<file path="src/rtl/set_reset_debouncer.sv">
// set_reset_debouncer: two-flop synchronizer plus counting FSM giving a clean level and set/reset edge pulses
module set_reset_debouncer #(
  parameter int DEBOUNCE_CYCLES = 4,
  parameter int CNT_WIDTH = 16
) (
  input  logic clk,
  input  logic rst,
  input  logic btn,
  output logic Q,
  output logic Q_L,
  output logic S,
  output logic R
);
  typedef enum logic [1:0] {IDLE_LOW, WAIT_HIGH, IDLE_HIGH, WAIT_LOW} state_t;
  localparam logic [CNT_WIDTH-1:0] LAST = CNT_WIDTH'(DEBOUNCE_CYCLES - 1);
  localparam logic [CNT_WIDTH-1:0] ONE = CNT_WIDTH'(1);
  state_t r_state, w_state_n;
  logic [CNT_WIDTH-1:0] r_cnt, w_cnt_n;
  logic r_s1, r_s2, r_q, r_ql, r_s, r_r;
  logic w_q_n, w_s_n, w_r_n;
  assign Q = r_q;
  assign Q_L = r_ql;
  assign S = r_s;
  assign R = r_r;
  // bring the asynchronous input into the clock domain
  always_ff @(posedge clk) begin
    if (rst) begin
      r_s1 <= 1'b0;
      r_s2 <= 1'b0;
    end else begin
      r_s1 <= btn;
      r_s2 <= r_s1;
    end
  end
  // state, counter and all outputs are registered here so nothing combinational reaches the ports
  always_ff @(posedge clk) begin
    if (rst) begin
      r_state <= IDLE_LOW;
      r_cnt <= '0;
      r_q <= 1'b0;
      r_ql <= 1'b1;
      r_s <= 1'b0;
      r_r <= 1'b0;
    end else begin
      r_state <= w_state_n;
      r_cnt <= w_cnt_n;
      r_q <= w_q_n;
      r_ql <= ~w_q_n;
      r_s <= w_s_n;
      r_r <= w_r_n;
    end
  end
  // a new level needs DEBOUNCE_CYCLES consecutive synchronized samples; any revert drops back to idle
  always_comb begin
    w_state_n = r_state;
    w_cnt_n = r_cnt;
    w_q_n = r_q;
    w_s_n = 1'b0;
    w_r_n = 1'b0;
    case (r_state)
      IDLE_LOW: if (r_s2) begin
        w_state_n = WAIT_HIGH;
        w_cnt_n = ONE;
      end
      WAIT_HIGH: if (!r_s2) begin
        w_state_n = IDLE_LOW;
        w_cnt_n = '0;
      end else if (r_cnt == LAST) begin
        w_state_n = IDLE_HIGH;
        w_cnt_n = '0;
        w_q_n = 1'b1;
        w_s_n = 1'b1;
      end else w_cnt_n = r_cnt + ONE;
      IDLE_HIGH: if (!r_s2) begin
        w_state_n = WAIT_LOW;
        w_cnt_n = ONE;
      end
      WAIT_LOW: if (r_s2) begin
        w_state_n = IDLE_HIGH;
        w_cnt_n = '0;
      end else if (r_cnt == LAST) begin
        w_state_n = IDLE_LOW;
        w_cnt_n = '0;
        w_q_n = 1'b0;
        w_r_n = 1'b1;
      end else w_cnt_n = r_cnt + ONE;
      default: begin
        w_state_n = IDLE_LOW;
        w_cnt_n = '0;
      end
    endcase
  end
endmodule

</file>
<file path="config.mk">
export PLATFORM = sky130hd
export DESIGN_NAME = set_reset_debouncer
export DESIGN_NICKNAME = d
export VERILOG_FILES = /design/src/rtl/set_reset_debouncer.sv
export SDC_FILE = /design/constraint.sdc
export NUM_CORES = 1
export LEC_CHECK = 0
export ABC_AREA = 1
export CAP_MARGIN = 15
export CORE_MARGIN = 10
export CORE_UTILIZATION = 50
export DETAILED_ROUTE_END_ITERATION = 8
export GPL_TIMING_DRIVEN = 0
export HOLD_SLACK_MARGIN = 0.15
export PLACE_DENSITY = 0.72
export SYNTH_ARGS = -nofsm -noshare
export SYNTH_HDL_FRONTEND = slang
export SYNTH_SLANG_ARGS = --single-unit
</file>
<file path="constraint.sdc">
create_clock -name clk -period 1.95 [get_ports clk]
set_input_delay 0.195 -clock clk [delete_from_list [all_inputs] [get_ports clk]]
set_output_delay 0.195 -clock clk [all_outputs]
set_load 0.05 [all_outputs]
</file>
; Yosys cells after proc, flatten, opt, wreduce, memory -nomap -nowiden
; Index checks and enable logic that the tools add are counted.
[op_classes]
n_mux = 19
add_sub_neg = 1
n_eq_ne = 8
bitwise = 4
n_reduce_logical = 5
[op_table]
columns = op, n
row1 = 16-bit 2-to-1 mux, 5
row2 = 16-bit one-hot mux with 4 select lines, 1
row3 = "16-bit by 1-bit adder with 16-bit output, second input constant", 1
row4 = "16-bit by 2-bit == test with 1-bit output, second input constant", 1
row5 = 2-bit 2-to-1 mux, 6
row6 = 2-bit one-hot mux with 4 select lines, 1
row7 = "3-bit != test, second input constant", 2
row8 = 3-bit OR reduction, 2
row9 = 1-bit 2-to-1 mux, 5
row10 = "2-bit == test, second input constant", 2
row11 = "2-bit != test, second input constant", 2
row12 = 1-bit NOT, 4
row13 = 4-bit AND reduction, 1
row14 = "2-bit by 1-bit == test with 1-bit output, second input constant", 1
row15 = 2-bit zero test, 1
row16 = 1-bit one-hot mux with 2 select lines, 1
row17 = 2-bit AND reduction, 1
[totals]
out_inout_bits = 4
regBits = 24
wordCells = 45

; Logic depth before layout (Yosys ltp)
[depth]
ltp_word = 5
mapped_depth = 10
depth_no_buf = 9

; Worst setup path after synthesis
; Ideal clock, no wire load.
[synth_timing]
path_type = reg-to-reg
startpoint = register r_cnt[0]
endpoint = register r_cnt[14]
setup_slack_ns = 0.568
synth_period_minus_slack_ns = 1.382
path_buffers = 0
arrival_ns = 1.273
setup_time_ns = 0.109
path_stages_with_launch = 9
path_cell_list = dfxtp_1 ha_1 nand3_1 nor2_4 nand3_1 nand3_1 nand3_1 nand2_1 inv_1
[synth_between]
elab_chain_cells = 4
[synth_rtl]
columns = item, line_no
row1 = "start, declared", 18  ; logic [CNT_WIDTH-1:0] r_cnt, w_cnt_n;
row2 = "start signal, assigned", 46  ; r_cnt <= w_cnt_n;
row3 = 16-bit by 1-bit adder with 16-bit output / 16-bit by 2-bit == test with 1-bit output (equally long branches), -
row4 = 16-bit 2-to-1 mux (*), "68, 81"
row5 = 16-bit 2-to-1 mux (on tied branches), "78, 65"
row6 = 16-bit one-hot mux with 4 select lines (*), 60  ; case (r_state)
; Every way passes the cells marked *; elsewhere a longest branch is shown, timed or not.
; A chain may end at the register's enable or synchronous reset.

==> impl_metrics.yaml <==
clock_network:
  cts_resized: 0
  cts_tree: "built"
  root_buffer: "clkbuf_4"
  numCtsBuffers: 3
  cts_buffer_depth: 2
  postCtsSetupBuffers: 0
  cts_num_sinks: 24
  holdBufCountCts: 1
  path_clk_slew_ns: 0.14
  ctsHtreeMaxLevel: 1
  clk_latency_ns: 0.32
finish:
  fin_util_pct: 57.1
  layout.cells.most_common_list: "52 x nand2_1, 24 x dfxtp_1, 22 x inv_1"
  antenna_cells: 0
  final_nets: 215
  area_growth_pct: 9.39
  final_common_cell: "nand2_1"
  layout-drive-gt1-share_pct: 24.8
pwr:
  pwr-share-seq_pct: 58.0
  vdd_ir_drop_max_uv: 555
  pwr-share-clk_pct: 29.7
  p_leak_nw: 0.557
  power.switching_uw: 235
  netSwitchingFraction_pct: 26.4
  p_int_uw: 656
  power.share.combinational_pct: 12.2
  pwr_density_cell_mw_per_mm2: 566
logic_synthesis:
  syn_inst: 200
  synth_top_family_by_area: "simple AND/OR/NAND/NOR gates"
  yosys.area_share.simple_pct: 40.6
  synth_xor_area_share_pct: 0.609
  syn-num-nets: 204
  synthAdderAreaFrac_pct: 0.870
  ys_warn_count: 0
  ys_seq_area_share_pct: 33.4
  muxShareOfSynthArea_pct: 0
  synth-compound-area-share_pct: 12.5
  synthesis.area_sq_mm: 0.00144
  synth_seq_cells: 24
  yosysUniqueCellTypes: 23
  avgSynthCellArea_sq_um: 7.19
critical_path:
  required_ns: 1.75
  crit_cells: 1
  critical-path-max-stage-delay_ns: 0.80
  cp_slowest_cell: "clkdlybuf4s50_1"
  cp.arrival_ns: 1.49
  cp_max_fo: 2
  reg2reg_depth: 8
  crit_family: "buffers and inverters"
  crit_type: "reg -> out"
  end_kind: "primary output"
  start_kind: "flop"
  crit_chain: "clkdlybuf4s50_1"
  path_buf_inv: 1
floorplanning:
  ios: 7
  core_sq_mm: 0.00276
  die_h_um: 73.6
  floorplan.initialDensity_pct: 52.2
  fp.dieArea_sq_mm: 0.00542
  fp.dieW_um: 73.6
  rows: 19
outcome:
  status: "finished, final reports clean"
sta:
  maxSlewHeadroom_pct: 66.7
  period_needed_ns: 1.68
  maxSlewViolCount: 0
  worst_slack_ns: 0.267
  setup_viol: 0
  fin_setup_tns_ns: 0
  tightest_slew_ns: 0.497
  finalCritPeriodShare_pct: 86.3
  rsz0062_at_grt: "false"
  fmax_ghz: 0.594
  clock_skew_ns: 0.0154
  hold_viol_final: 0
global_route:
  grt_pass1_vias: 1264
  grt_busiest_layer: "met2"
  grt_first_pass_wirelength_mm: 5.25
  use_met3_pct: 3.36
  antenna_found_initial: 0
  grt_max_degree: 14
  met2_usage_pct: 20.2
  grt-ovfl-total: 0
  grt_util_met1_pct: 13.8
  grt_usage_pct: 11.9
routing:
  dr.first_iter.drc_count: 57
  vias_per_cell: 5.20
  drc: 0
  first_pass_iters: 6
  vias: 1254
  ant_nets: 0
  wl_mm: 2.86
  wl_per_cell_um: 11.9
placed_design:
  port_buffers: 5
  gp_congestion: 0.847
  dpl.hpwl_mm: 2.14
  pre_cts_ws_ns: 0.360
run:
  drv_cap: 0
worst_hold_path:
  whs_path_depth: 3
  hold_class: "in -> reg"
## per-layer routing
| layer | vias to the layer above | part of all wire [%] |
|---|---|---|
| met2 | 29 | 47 |
| met1 | 570 | 45 |
| met3 | 4 | 6.6 |
| li1 | 651 | - |
| met4 | 0 | 1.3 |
| met5 | - | 0 |
## synth_stat cells
cell type | number | area (sq um)
a21oi_1 | 6 | 30.0
a21oi_2 | 11 | 96.3
buf_6 | 7 | 78.8
dfxtp_1 | 24 | 480
ha_1 | 1 | 12.5
inv_1 | 22 | 82.6
inv_2 | 3 | 11.3
nand2_1 | 52 | 195
nand2_2 | 9 | 56.3
nand3_1 | 10 | 50.1
nand3_2 | 9 | 90.1
nand3b_1 | 1 | 7.51
nand4_1 | 2 | 12.5
nor2_1 | 20 | 75.1
nor2_2 | 2 | 12.5
nor2_4 | 5 | 56.3
nor3_1 | 2 | 10.0
o21ai_0 | 8 | 40.0
o21ai_1 | 1 | 5.00
o21ai_2 | 1 | 8.76
or2_1 | 2 | 12.5
or2_2 | 1 | 6.26
xnor2_1 | 1 | 8.76
## worst min-delay path, stage by stage
cell,delay [ns]
clkdlybuf4s50_1,0.40
inv_1,0.05
nor2_1,0.03
## registers in the layout, summed over array words and instances, names as in the netlist, named ones only
signal,count
Q_L,1
S,1
r_s1,1
r_cnt,16
r_state,1
R,1
r_s2,1
## cell families after synthesis
family	count (synthesis)
compound gates	27
fa+ha+maj	1
simple gates	115
buf+inv	32
xor+xnor	1
flops	24
## power groups by stage
stage	registers [mW]	logic [mW]	clock network, mW
global route	0.520	0.123	0.294
finish	0.517	0.109	0.265
CTS	0.517	0.109	0.275
detailed placement	0.528	0.107	0
floorplan	0.525	0.0834	0
global placement	0.527	0.106	0
## cell type report
cell class / count / area (sq um)
repair buffers: 6 / 60.1
clock buffers: 4 / 36.3
fillers: 256 / 1180
flip-flops and latches: 24 / 480
well taps: 31 / 38.8
inverters: 25 / 93.8
multi-input cells: 144 / 786
plain buffers: 7 / 78.8
## final timing paths
kind | start | end | slack (ns)
setup / recovery | flop | Q | 0.27
hold reg to reg | r_s1$_SDFF_PP0_ | r_s2$_SDFF_PP0_ | 0.42
hold / removal | btn | r_s1$_SDFF_PP0_ | 0.40
setup reg to reg | r_cnt[0]$_SDFFE_PP0P_ | r_cnt[14]$_SDFFE_PP0P_ | 0.33
## per-stage QoR
step                hold slack, ns  std cells  power [mW]  area, sq um
CTS                          0.387        241       0.902         1570
floorplan                    0.302        200       0.609         1440
finish                       0.401        241       0.891         1570
detailed placement           0.399        236       0.635         1530
global placement             0.395        236       0.633         1530
global route                 0.407        241       0.937         1570
Power figures use the tool's default switching activity.
